[config.mk]
export PLATFORM = sky130hd
export DESIGN_NAME = cotm32_clint_mh
export DESIGN_NICKNAME = d
export VERILOG_FILES = /design/src/rtl/cotm32_clint_mh.sv
export SDC_FILE = /design/constraint.sdc
export NUM_CORES = 1
export LEC_CHECK = 0
export ABC_AREA = 1
export CAP_MARGIN = 10
export CELL_PAD_IN_SITES_DETAIL_PLACEMENT = 2
export CELL_PAD_IN_SITES_GLOBAL_PLACEMENT = 2
export CORE_MARGIN = 2
export CORE_UTILIZATION = 36
export CTS_CLUSTER_SIZE = 20
export DETAILED_ROUTE_END_ITERATION = 7
export GPL_TIMING_DRIVEN = 0
export PLACE_DENSITY = 0.84
export SYNTH_ARGS = -nofsm -noshare
export SYNTH_HDL_FRONTEND = slang
export SYNTH_SLANG_ARGS = --single-unit
[constraint.sdc]
create_clock -name clk -period 6.4 [get_ports clk]
set_clock_uncertainty 0.2 [all_clocks]
set_input_delay 1.28 -clock clk [delete_from_list [all_inputs] [get_ports clk]]
set_output_delay 1.28 -clock clk [all_outputs]
set_load 0.005 [all_outputs]
[src/rtl/cotm32_clint_mh.sv]
// rtl/cotm32_clint_mh.sv - Core-local interruptor: per-hart MSIP/MTIMECMP, shared 64-bit MTIME
//
// Purpose:
//   Memory-mapped CLINT with one software-interrupt bit and one 64-bit timer
//   compare per hart, plus a free-running 64-bit mtime advanced every TICK_DIV
//   clocks. Single-cycle request/response bus: every accepted request gets a
//   registered response on the following cycle, and there is no backpressure.
//
// Parameters:
//   NUM_HARTS  harts served (1..4095)
//   BASE_ADDR  byte base of the 64 KiB window
//   TICK_DIV   clk cycles per mtime increment (1..65535)
//
// Ports:
//   clk, rst              clock, synchronous active-high reset
//   i_halt                (only with COTM32_CLINT_MTIME_HALT_EN) freeze prescaler and mtime
//   i_req/i_we/i_addr     request strobe, write flag, byte address
//   i_wdata/i_wstrb       write data and byte enables
//   o_rdata/o_rvalid/o_err registered response
//   o_msip/o_mtip         per-hart software / timer interrupt pending
//
// Optional feature macro: COTM32_CLINT_MTIME_HALT_EN

module cotm32_clint_mh #(
  parameter int unsigned NUM_HARTS = 1,
  parameter logic [31:0] BASE_ADDR = 32'h0200_0000,
  parameter int unsigned TICK_DIV  = 1
) (
  input  logic                 clk,
  input  logic                 rst,
`ifdef COTM32_CLINT_MTIME_HALT_EN
  input  logic                 i_halt,
`endif
  input  logic                 i_req,
  input  logic                 i_we,
  input  logic [31:0]          i_addr,
  input  logic [31:0]          i_wdata,
  input  logic [3:0]           i_wstrb,
  output logic [31:0]          o_rdata,
  output logic                 o_rvalid,
  output logic                 o_err,
  output logic [NUM_HARTS-1:0] o_msip,
  output logic [NUM_HARTS-1:0] o_mtip
);

  localparam logic [15:0] PRESC_MAX = 16'(TICK_DIV - 1);

  logic [63:0]          mtime_q, mtime_d;
  logic [15:0]          presc_q, presc_d;
  logic [63:0]          cmp_q [NUM_HARTS];
  logic [NUM_HARTS-1:0] msip_q;
  logic [31:0]          rdata_q;
  logic                 rvalid_q, err_q;

  logic        run, tick;
  logic [31:0] off;
  logic        sel_msip, sel_cmp, sel_mtime, hi_word, hart_ok, addr_ok, wr;
  logic [11:0] hart;
  logic        msip_rd;
  logic [63:0] cmp_rd;
  logic [31:0] rd_val;

`ifdef COTM32_CLINT_MTIME_HALT_EN
  assign run = ~i_halt;
`else
  assign run = 1'b1;
`endif

  function automatic logic [31:0] merge(input logic [31:0] old_w, input logic [31:0] new_w,
                                        input logic [3:0] strb);
    logic [31:0] r;
    for (int b = 0; b < 4; b++) begin
      r[8*b +: 8] = strb[b] ? new_w[8*b +: 8] : old_w[8*b +: 8];
    end
    return r;
  endfunction

  // Address decode on the window offset; an address below BASE wraps to a
  // huge offset and so falls outside every region.
  always_comb begin
    off       = i_addr - BASE_ADDR;
    sel_msip  = (off < 32'h0000_4000);
    sel_cmp   = (off >= 32'h0000_4000) && (off < 32'h0000_BFF8);
    sel_mtime = (off[31:3] == 29'h0000_17FF);
    hi_word   = off[2];
    // MTIMECMP index is (off-0x4000)/8; dropping bit 15 is harmless modulo 4096.
    hart      = sel_msip ? off[13:2] : (off[14:3] - 12'h800);
    hart_ok   = ({20'b0, hart} < NUM_HARTS);
    addr_ok   = (off[1:0] == 2'b00) && (sel_mtime || ((sel_msip || sel_cmp) && hart_ok));
    wr        = i_req && i_we && addr_ok;
  end

  always_comb begin
    msip_rd = 1'b0;
    cmp_rd  = '0;
    for (int h = 0; h < NUM_HARTS; h++) begin
      if (hart == 12'(h)) begin
        msip_rd = msip_q[h];
        cmp_rd  = cmp_q[h];
      end
    end
    rd_val = '0;
    if (sel_msip)       rd_val = {31'b0, msip_rd};
    else if (sel_cmp)   rd_val = hi_word ? cmp_rd[63:32] : cmp_rd[31:0];
    else if (sel_mtime) rd_val = hi_word ? mtime_q[63:32] : mtime_q[31:0];
  end

  // Timebase. An MTIME write replaces the increment for that edge but leaves
  // the prescaler phase alone.
  always_comb begin
    tick    = run && (presc_q == PRESC_MAX);
    presc_d = presc_q;
    if (run) presc_d = tick ? 16'd0 : presc_q + 16'd1;
    mtime_d = tick ? mtime_q + 64'd1 : mtime_q;
    if (wr && sel_mtime) begin
      mtime_d = mtime_q;
      if (hi_word) mtime_d[63:32] = merge(mtime_q[63:32], i_wdata, i_wstrb);
      else         mtime_d[31:0]  = merge(mtime_q[31:0], i_wdata, i_wstrb);
    end
  end

  always_ff @(posedge clk) begin
    if (rst) begin
      mtime_q  <= '0;
      presc_q  <= '0;
      msip_q   <= '0;
      for (int h = 0; h < NUM_HARTS; h++) cmp_q[h] <= '1;
      rvalid_q <= 1'b0;
      err_q    <= 1'b0;
      rdata_q  <= '0;
    end else begin
      mtime_q <= mtime_d;
      presc_q <= presc_d;
      for (int h = 0; h < NUM_HARTS; h++) begin
        if (wr && hart == 12'(h)) begin
          if (sel_msip && i_wstrb[0]) msip_q[h] <= i_wdata[0];
          if (sel_cmp) begin
            if (hi_word) cmp_q[h][63:32] <= merge(cmp_q[h][63:32], i_wdata, i_wstrb);
            else         cmp_q[h][31:0]  <= merge(cmp_q[h][31:0], i_wdata, i_wstrb);
          end
        end
      end
      rvalid_q <= i_req;
      err_q    <= i_req && !addr_ok;
      rdata_q  <= (i_req && !i_we && addr_ok) ? rd_val : 32'h0;
    end
  end

  for (genvar g = 0; g < NUM_HARTS; g++) begin : g_irq
    assign o_mtip[g] = (mtime_q >= cmp_q[g]);
  end

  assign o_msip   = msip_q;
  assign o_rdata  = rdata_q;
  assign o_rvalid = rvalid_q;
  assign o_err    = err_q;

endmodule
Word-level counts from Yosys, hierarchy flattened --
Memories as Yosys holds them, arrays and structs flattened. Cells that the tools add are included.
Word-level totals: register bits 115, latch bits 0, memory bits (writable) 64, ROM bits 0, input port bits 72, output and inout port bits 36, word-level logic and storage cells 105, memories kept 1
Memories:
- cmp_q | depth 1, bits a word 64, read ports 1, clocked after memory_dff 0, wr ports 1, RTL line 50 | logic [63:0] cmp_q [NUM_HARTS];
Operators by class: add/subtract/negate cells 4, multipliers 0, divide/modulo/power cells 0, magnitude comparators 5, equality and inequality tests 7, shift operators 0, multiplexer cells 40, bitwise operators 1, reduce and logical (&&, ||, !) cells 33
Operator list (number):
- 2-to-1 mux 64 bit | 5
- 2-to-1 mux 32 bit | 6
- OR reduction 64 bit | 2
- 2-to-1 mux 8 bit | 12
- adder 64 x 1 -> 64 bit, second input constant | 1
- greater-or-equal comparator 64 bit | 1
- greater-or-equal comparator 32 x 15 -> 1 bit, second input constant | 1
- less-than comparator 32 x 15 -> 1 bit, second input constant | 1
- less-than comparator 32 x 16 -> 1 bit, second input constant | 1
- subtractor 32 x 26 -> 32 bit, second input constant | 1
- == test 29 x 13 -> 1 bit, second input constant | 1
- AND reduction 3 bit | 8
- adder 16 x 1 -> 16 bit, second input constant | 1
- logical NOT 16 bit | 1
- 2-to-1 mux 1 bit | 14
- logical NOT 12 bit | 1
- less-than comparator 12 x 1 -> 1 bit, second input constant | 1
- 2-to-1 mux 12 bit | 1
- inequality test 2 bit, second input constant | 6
- subtractor 12 bit, second input constant | 1
- logical AND 1 bit | 11
- 2-to-1 mux 2 bit | 2
- OR reduction 2 bit | 2
- OR reduction 3 bit | 1
- 6 further kinds | 8

Logic depth before layout (Yosys ltp) --
Gate-level depths: netlist of the first run.
depth in word-level cells 15, depth in mapped cells 19, depth with buffers taken out 19

Worst setup path after synthesis of the first run --
No wires, ideal clock.
kind input port to flip-flop, start input i_addr[25], end memory cmp_q[0][0], enable pin, data arrival time 3355 ps, required time 5857 ps, path slack 2502 ps, stages on the path 17, buffers on the path 1, path through inv_1 -> ha_1 -> inv_2 -> nand2_1 -> nand2_2 -> nor2_1 -> nand2_1 -> nor2_1 -> nand2_1 -> nor2_2 -> nand4_2 -> a21oi_4 -> nand3_2 -> nor3_2 -> buf_6 -> nand2_4 -> o21ai_2
Between the ends: cells in the longest elaborated chain, start to end 15, elaborated cells on any way between the ends 27, classes of those cells add/sub: 1; order compare: 4; eq/ne: 1; mux: 11; reduce/logical: 10
Ends and longest elaborated chain:
- start: declaration | RTL line 36 | input logic [31:0] i_addr,
- subtractor 32 x 26 -> 32 bit (*) | RTL line 81 | off = i_addr - BASE_ADDR;
- less-than comparator 32 x 15 -> 1 bit, or another cell as far along | RTL line 82 | sel_msip = (off < 32'h0000_4000);
- 2-to-1 mux 12 bit or logical AND 1 bit (tied branches) | RTL line 87, 83
- less-than comparator 12 x 1 -> 1 bit or logical OR 1 bit (tied branches) | RTL line 88, 89
- logical AND 1 bit | RTL line 89 | addr_ok = (off[1:0] == 2'b00) && (sel_mtime || ((sel_msip || sel_cmp) && hart_ok));
- logical OR 1 bit | RTL line 89
- logical AND 1 bit | RTL line 89
- logical AND 1 bit | RTL line 90 | wr = i_req && i_we && addr_ok;
- logical AND 1 bit | RTL line 135 | if (wr && hart == 12'(h)) begin
- 2-to-1 mux 1 bit | RTL line 135
- 2-to-1 mux 1 bit | RTL line 123 | if (rst) begin
- 2-to-1 mux 1 bit (implied by the code) | RTL line 138 | if (hi_word) cmp_q[h][63:32] <= merge(cmp_q[h][63:32], i_wdata, i_wstrb);
- OR reduction 64 bit (no line)
- 2-to-1 mux 2 bit (no line)
- 2-to-1 mux 2 bit (no line) (*)
- end: declaration | RTL line 50
Every way passes the cells marked *; elsewhere a longest branch is shown, timed or not.

Worst setup path in the final report of the first run --
start input i_addr[2], end memory cmp_q[0][43], enable pin
Between the ends: cells in the longest elaborated chain, start to end 15, elaborated cells on any way between the ends 30, classes of those cells add/sub: 2; order compare: 4; eq/ne: 1; mux: 13; reduce/logical: 10
Ends and longest elaborated chain (RTL line):
- subtractor 32 x 26 -> 32 bit (*) | 81
- less-than comparator 32 x 15 -> 1 bit, or another cell as far along | 82
- 2-to-1 mux 12 bit or logical AND 1 bit (tied branches) | 87, 83
- less-than comparator 12 x 1 -> 1 bit or logical OR 1 bit (tied branches) | 88, 89
- logical AND 1 bit | 89
- logical OR 1 bit | 89
- logical AND 1 bit | 89
- logical AND 1 bit | 90
- logical AND 1 bit | 135
- 2-to-1 mux 1 bit | 135
- 2-to-1 mux 1 bit | 123
- 2-to-1 mux 1 bit (implied by the code) | 138
- OR reduction 64 bit (no line)
- 2-to-1 mux 2 bit (no line)
- 2-to-1 mux 2 bit (no line) (*)
Marks and branches as above.

==> metrics.yaml, run 1 <==
outcome: "finished, final reports clean"
netlist_area_sq_um: 12500
drv_cap: 0
top_layer: "met4"
final_core_util_pct: 42.9
clock_latency_ns: 0.48
final_area_sq_um: 14800
drive_gt1_share_pct: 6.65
ys_ff_latch: 179
synth_cell_type_count: 54
die_h_um: 191
yosysTopAreaCell: "dfxtp_1"
synth_simple_gate_area_share_pct: 31.3
first_pass_iters: 5
first_iter_violations: 811
gp_congestion: 0.990
fmax_ghz: 0.188
met1_length_um: 26900
wire_per_inst_um: 26.3
min_period_over_period_pct: 83.2
antenna_found_initial: 1
power_mw: 2.59
routed_wl_um: 62700
cts_buffers: 17
layout_min_cycle_time_ns: 5.32
synthMuxAreaShare_pct: 0
startpoint_type: "input port"
cts_max_path_buffers: 2
nNetsFinal: 2052
cts_root_buffer: "clkbuf_16"
hold_violations: 0
synth_edf_count: 64
hold_path.class: "reg -> reg"
grt_pass1_vias: 14900
dr_wl_met2_um: 30400
ant_nets: 0
io_buffer_count: 107
ios: 108
clkSinkCount: 179
synthFlopType: "dfxtp_1"
grt_max_degree: 17
synth-xor-area-share_pct: 3.64
synthArstFlopShare_pct: 0
netlist_instances: 1785
rsz0062_at_grt: "no"
dp_cells: 2347
synth_compound_area_share_pct: 14.3
place_hpwl_um: 48500
num_rows: 68
yosys.cell_count.top_type: "nand2_1"
slew_headroom_pct: 24.0
crit_fanout: 10
via_per_inst: 5.73
met3_length_um: 2990
setup-violations-final: 0
postCtsHoldBufs: 0
worstMarginPinSlew_ns: 1.14
finalNonFillerCells: 2380
ys_warn_count: 0
core_sq_um: 34400
initial_core_util_pct: 36.4
fin_setup_tns_ns: 0
num_vias: 13600
dieArea_sq_um: 36300
synthAdderAreaFrac_pct: 6.89
grt_first_pass_wirelength_um: 93700
avgSynthCellArea_sq_um: 7.02
ir_worst_vdd_mv: 0.188
setup_slack_ns: 1.08
cp.arrival_ns: 5.24
holdWs_ns: 0.291
cts_resized: 0
synth_top_family_by_area: "simple AND/OR/NAND/NOR gates"
crit_required_ns: 6.31
p_leak_nw: 5.78
ys_top_cells_by_count: "nand2_1, nor2_1, inv_1"
ys_seq_area_share_pct: 33.7
dp_slack_ns: 0.753
area_growth_pct: 17.8
fp.dieW_um: 191
grt_overflow_total: 0
power_per_cell_area_nw_per_um2: 176
fillCellCount: 4129
h-tree-depth: 4
syn_nets: 1926
synth_top_area_share_pct: 18.4
place_area_sq_um: 14200
drv_slew: 0
clk_pin_slew_ns: 0.07
worstSetupEndpointType: "flop"
drc: 0
cts_tree: "yes"
post-cts-setup-buffer-count: 0
synthTopCellsByArea: "dfxtp_1, edfxtp_1, nand2_1, nor2_1, ha_1"
grt_usage_pct: 35.1
worstSetupPathType: "in -> reg"
cell type report:
cell class	count	area, sq um	area share [%]
sequential	179	4220	28.6
inverter	236	887	6.01
clock buffer	24	534	3.62
clock inverter	8	58.8	0.398
tap	455	569	3.86
buffer	68	380	2.58
antenna	1	2.50	0.0170
multi-input combinational	1302	7040	47.7
timing repair buffer	107	1070	7.25
cells in the final DEF, fill, tap and decap left out, types with 34 or more instances in the layout:
master / Yosys / routed
a21oi_1: 38 / 38
clkbuf_1: 43 / 44
clkdlybuf4s50_1: 0 / 107
dfxtp_1: 115 / 115
edfxtp_1: 64 / 64
ha_1: 69 / 69
inv_1: 230 / 230
nand2_1: 397 / 397
nand3_1: 52 / 52
nand4_1: 43 / 43
nor2_1: 273 / 273
nor3_1: 54 / 54
o21ai_0: 122 / 122
o21ai_1: 34 / 34
o21ai_2: 34 / 34
xor2_1: 52 / 52
worst paths after layout:
path | from | end | slack, ns | cells after the start
setup / recovery | i_addr[2] | cmp_q[0][43] | 1.08 | 7
hold / removal | presc_q[0] | presc_q[0] | 0.29 | 1
setup reg to reg | mtime_q[2] | mtime_q[57] | 2.68 | 13
hold reg to reg | presc_q[0] | presc_q[0] | 0.29 | 1
critical path, cell delays in order:
cell and delay [ns]:
clkdlybuf4s50_1 0.66, clkbuf_1 0.67, clkbuf_1 0.64, clkbuf_1 0.56, buf_1 0.68, nand4_1 0.22, nand2_1 0.50
report_power, final:
group	switching (mW)	internal (mW)	total (mW)
combinational	0.169	0.0808	0.250
sequential	0.0119	1.20	1.21
clock	0.542	0.590	1.13
total	0.723	1.87	2.59
metal layers:
layer  GRT usage (%)  vias to the layer above
met5               0                        -
met4            14.6                        0
met3            4.97                      137
met2            60.7                      457
met1            43.8                     6905
li1                -                     6150
sequential cells by signal, indices dropped and copies added, names as in the netlist:
register  cells
o_rvalid      1
presc_q      16
o_rdata      32
o_err         1
o_msip        1
cmp_q        64
mtime_q      64
cell families after synthesis:
| logic type | after synthesis |
|---|---|
| xor gates and xnor gates | 52 |
| AOI/OAI and AO/OA | 291 |
| DFF | 179 |
| and+or+nand+nor | 890 |
| adders and majority gates | 69 |
| buffers and inverters | 304 |
Power figures use the tool's default switching activity.
==> run 2: changes to the inputs <==
--- a/config.mk
+++ b/config.mk
@@ -10,11 +10,11 @@
 export CELL_PAD_IN_SITES_DETAIL_PLACEMENT = 2
 export CELL_PAD_IN_SITES_GLOBAL_PLACEMENT = 2
 export CORE_MARGIN = 2
-export CORE_UTILIZATION = 36
+export CORE_UTILIZATION = 30
 export CTS_CLUSTER_SIZE = 20
 export DETAILED_ROUTE_END_ITERATION = 7
 export GPL_TIMING_DRIVEN = 0
-export PLACE_DENSITY = 0.84
+export PLACE_DENSITY = 0.75
 export SYNTH_ARGS = -nofsm -noshare
 export SYNTH_HDL_FRONTEND = slang
 export SYNTH_SLANG_ARGS = --single-unit
==> constraint.sdc (replaced) <==
create_clock -name clk -period 4.33 [get_ports clk]
set_clock_uncertainty 0.2 [all_clocks]
set_input_delay 0.866 -clock clk [delete_from_list [all_inputs] [get_ports clk]]
set_output_delay 0.866 -clock clk [all_outputs]
set_load 0.005 [all_outputs]
==> metrics.yaml, run 2 (synthesis results as in run 1) <==
crit_required_ns: 4.32
drv_cap: 0
holdWs_ns: 0.260
worstSetupEndpointType: "flop"
io_buffer_count: 107
slowest_delay_ns: 0.92
drive_gt1_share_pct: 7.92
grt_overflow_total: 0
antenna_found_initial: 0
startpoint_type: "input port"
cts_tree: "yes"
fp.dieW_um: 208
met3_usage_pct: 3.70
ant_nets: 0
cp.arrival_ns: 4.22
grt_pass1_vias: 14500
die_h_um: 208
power_mw: 3.86
cts_buffers: 17
h-tree-depth: 4
via_per_inst: 5.41
busiest_layer: "met2"
crit_slowest_cell: "buf_1"
setup-violations-final: 0
min_period_over_period_pct: 97.7
p_leak_nw: 5.91
timing.critical_path.cells: "clkdlybuf4s50_1 -> clkinv_1 -> clkbuf_1 -> buf_1 -> nand2_4 -> o21ai_4 -> buf_12"
final_area_sq_um: 15100
cts_max_path_buffers: 2
core_sq_um: 41000
final_common_cell: "nand2_1"
mostFrequentLayoutCells: "nand2_1, nor2_1, inv_1"
grt_usage_pct: 28.8
slew_headroom_pct: 23.2
outcome: "finished, final reports clean"
hold_violations: 0
ios: 108
worstSetupPathType: "in -> reg"
drv_slew: 0
dieArea_sq_um: 43400
fmax_ghz: 0.236
routed_wl_um: 62400
clock_latency_ns: 0.48
num_antenna_cells: 0
gp_congestion: 0.938
clk_pin_slew_ns: 0.07
postCtsHoldBufs: 0
fillCellCount: 4834
grt_first_pass_wirelength_um: 92900
nNetsFinal: 2060
power_per_cell_area_nw_per_um2: 256
ir_worst_vdd_mv: 0.288
place_hpwl_um: 49200
clkSinkCount: 179
num_vias: 13300
place_area_sq_um: 14300
first_iter_violations: 825
drc: 0
first_pass_iters: 5
cts_root_buffer: "clkbuf_16"
globalRouteMet2Util_pct: 49.9
initial_core_util_pct: 30.5
grt_max_degree: 17
num_rows: 74
crit_fanout: 10
worstMarginPinSlew_ns: 1.15
wire_per_inst_um: 25.3
hold_path.class: "reg -> reg"
layout_min_cycle_time_ns: 4.23
area_growth_pct: 20.5
use_met1_pct: 37.0
run 2: what timing repair did:
action / 4_1_cts / 5_1_grt
hold endpoints to repair: 0 / 0
gates resized for setup: 15 / 12
pin swaps: 1 / 9
setup endpoints to repair: 49 / 51
setup buffers: 0 / 8
run 2: layout make-up:
class	instances	area, sq um	area share, %
multi-input combinational	1302	7150	47.4
sequential	179	4230	28.0
timing repair buffer	115	1180	7.84
inverter	236	887	5.88
tap	532	666	4.41
clock buffer	23	509	3.37
buffer	68	385	2.55
clock inverter	9	90.1	0.597
run 2: critical path: cells and delay by family:
| kind | cells | cell delay (ns) |
|---|---|---|
| simple gates | 1 | 0.25 |
| compound gates | 1 | 0.25 |
| buf+inv | 5 | 2.81 |
run 2: where the power goes:
part	switching [mW]	internal, mW
logic	0.253	0.129
registers	0.0176	1.77
clock network	0.795	0.895
run 2: layer usage:
metal,vias to the layer above,wire length (um)
met5,-,0
li1,6166,-
met2,329,30400
met4,0,1760
met3,87,2270
met1,6757,27900
run 2: worst paths after layout:
kind	start	end	slack, ns	cells past startpoint
worst min-delay path	presc_q[0]	presc_q[0]	0.26	1
worst max register to register	mtime_q[2]	mtime_q[57]	0.70	13
worst max-delay path	i_addr[2]	cmp_q[0][18]	0.1	7
worst min register to register	presc_q[0]	presc_q[0]	0.26	1
run 2: metrics by stage:
step	setup TNS (ns)	std cells	utilization (%)	setup slack (ns)
6_report	0	2464	36.8	0.0977
3_3_place_gp	-47.75	2424	34.8	-0.976
4_1_cts	0	2456	36.4	0.00263
2_1_floorplan	0	1785	-	0.846
5_1_grt	-0.0355	2464	36.8	-0.00696
3_5_place_dp	-53.93	2424	34.8	-1.04
==> run 3: changes to the inputs <==
--- a/config.mk
+++ b/config.mk
@@ -14,6 +14,7 @@
 export CTS_CLUSTER_SIZE = 20
 export DETAILED_ROUTE_END_ITERATION = 7
 export GPL_TIMING_DRIVEN = 0
+export MAX_ROUTING_LAYER = met4
 export PLACE_DENSITY = 0.75
 export SYNTH_ARGS = -nofsm -noshare
 export SYNTH_HDL_FRONTEND = slang
==> metrics.yaml, run 3 (synthesis results as in run 1) <==
grt_first_pass_wirelength_um: 90800
p_leak_nw: 5.88
cts_root_buffer: "clkbuf_16"
mostFrequentLayoutCells: "nand2_1, nor2_1, inv_1"
postCtsHoldBufs: 0
first_pass_iters: 5
holdWs_ns: 0.256
ant_nets: 0
crit_fanout: 2
met3_usage_pct: 3.62
cts_tree: "yes"
r2r_cells: 14
hold_path.class: "reg -> reg"
hold_violations: 0
r2r-start: "mtime_q[2]"
ios: 108
cts_buffers: 17
clkSinkCount: 179
startpoint: "cmp_q[0][31]"
dieArea_sq_um: 43400
gp_congestion: 0.967
final_core_util_pct: 36.7
wire_per_inst_um: 24.8
first_iter_violations: 835
grt_overflow_total: 0
worstSetupEndpointType: "output pin"
crit_required_ns: 3.26
fmax_ghz: 0.238
core_sq_um: 41000
worstSetupPathType: "reg -> out"
cts_max_path_buffers: 2
outcome: "finished, final reports clean"
place_hpwl_um: 48500
drv_cap: 0
h-tree-depth: 4
reg2reg_to: "mtime_q[53]"
drive_gt1_share_pct: 7.77
via_per_inst: 5.38
grt_max_degree: 17
busiest_layer: "met2"
clk_pin_slew_ns: 0.07
final_area_sq_um: 15100
globalRouteMet2Util_pct: 48.2
worstMarginPinSlew_ns: 1.20
cp.arrival_ns: 3.14
use_met1_pct: 37.0
power_per_cell_area_nw_per_um2: 258
startpoint_type: "flop"
grt_usage_pct: 29.0
min_period_over_period_pct: 97.0
num_rows: 74
num_vias: 13200
die_h_um: 208
fp.dieW_um: 208
nNetsFinal: 2058
place_area_sq_um: 14300
routed_wl_um: 61000
io_buffer_count: 107
rsz0062_at_grt: "no"
layout_min_cycle_time_ns: 4.20
grt_pass1_vias: 14100
area_growth_pct: 20.3
setup.worst_path.end: "o_mtip"
initial_core_util_pct: 30.5
setup-violations-final: 0
slew_headroom_pct: 20.2
clock_latency_ns: 0.47
final_common_cell: "nand2_1"
ir_worst_vdd_mv: 0.267
drc: 0
rrSetupSlack_ns: 0.49
drv_slew: 0
antenna_found_initial: 0
## run 3: cell types whose count changed in the layout (fill, tap and decap cells not counted), moves of 2 or more
cell,previous run,this run
clkbuf_8,4,1
clkinvlp_4,0,3
bufinv_16,1,3
clkbuf_1,41,39
clkinv_2,1,3
inv_4,2,0
inv_6,2,4
nand2_1,395,397
nand2_2,7,5
## run 3: critical path: stages (launching register included)
cell             delay, ns
edfxtp_1              0.33
inv_1                 0.07
ha_1                  0.30
nand2_1               0.14
nor3_1                0.36
nor4b_2               0.47
nand2_1               0.15
o2111ai_1             0.11
nand2_1               0.09
nand3_2               0.11
clkdlybuf4s50_1       0.52
## run 3: layer usage
layer,wire [um],vias to the layer above
met2,29600,289
met5,0,-
met4,1700,0
li1,-,6176
met3,2120,91
met1,27600,6686
## run 3: worst min-delay path by stage
stage	start	end	cells after the start
finish	presc_q[0]	presc_q[0]	1
global route	presc_q[0]	presc_q[0]	1
CTS	presc_q[0]	presc_q[0]	1
detailed placement	presc_q[0]	presc_q[0]	1
global placement	presc_q[0]	presc_q[0]	1
floorplan	presc_q[0]	presc_q[0]	1
## run 3: power by group
| group | switching, mW | internal (mW) |
|---|---|---|
| Clock | 0.791 | 0.931 |
| Combinational | 0.246 | 0.126 |
| Sequential | 0.0170 | 1.77 |
## run 3: timing repair
item,CTS,global route
gates cloned,0,0
setup buffers,0,6
endpoints found under the setup margin,49,66
resized for setup,9,15
pin swaps,0,7
## run 3: through the flow
step                TNS [ns]  worst slack, ns  std cells  power, mW
finish                     0            0.128       2463       3.88
global route               0           0.0112       2462       3.99
CTS                        0           0.0146       2456       3.90
detailed placement    -52.86           -0.973       2424       2.18
global placement      -48.12            -1.00       2424       2.17
floorplan                  0            0.846       1785       1.99
## run 3: cell type report
type                       instances  area [sq um]
clock buffer                      18           439
antenna                            1          2.50
inverter                         236           887
tap                              532           666
fill                            4910         25900
sequential                       179          4230
buffer                            68           387
timing repair buffer             113          1150
multi-input combinational       1302          7130
clock inverter                    14           175
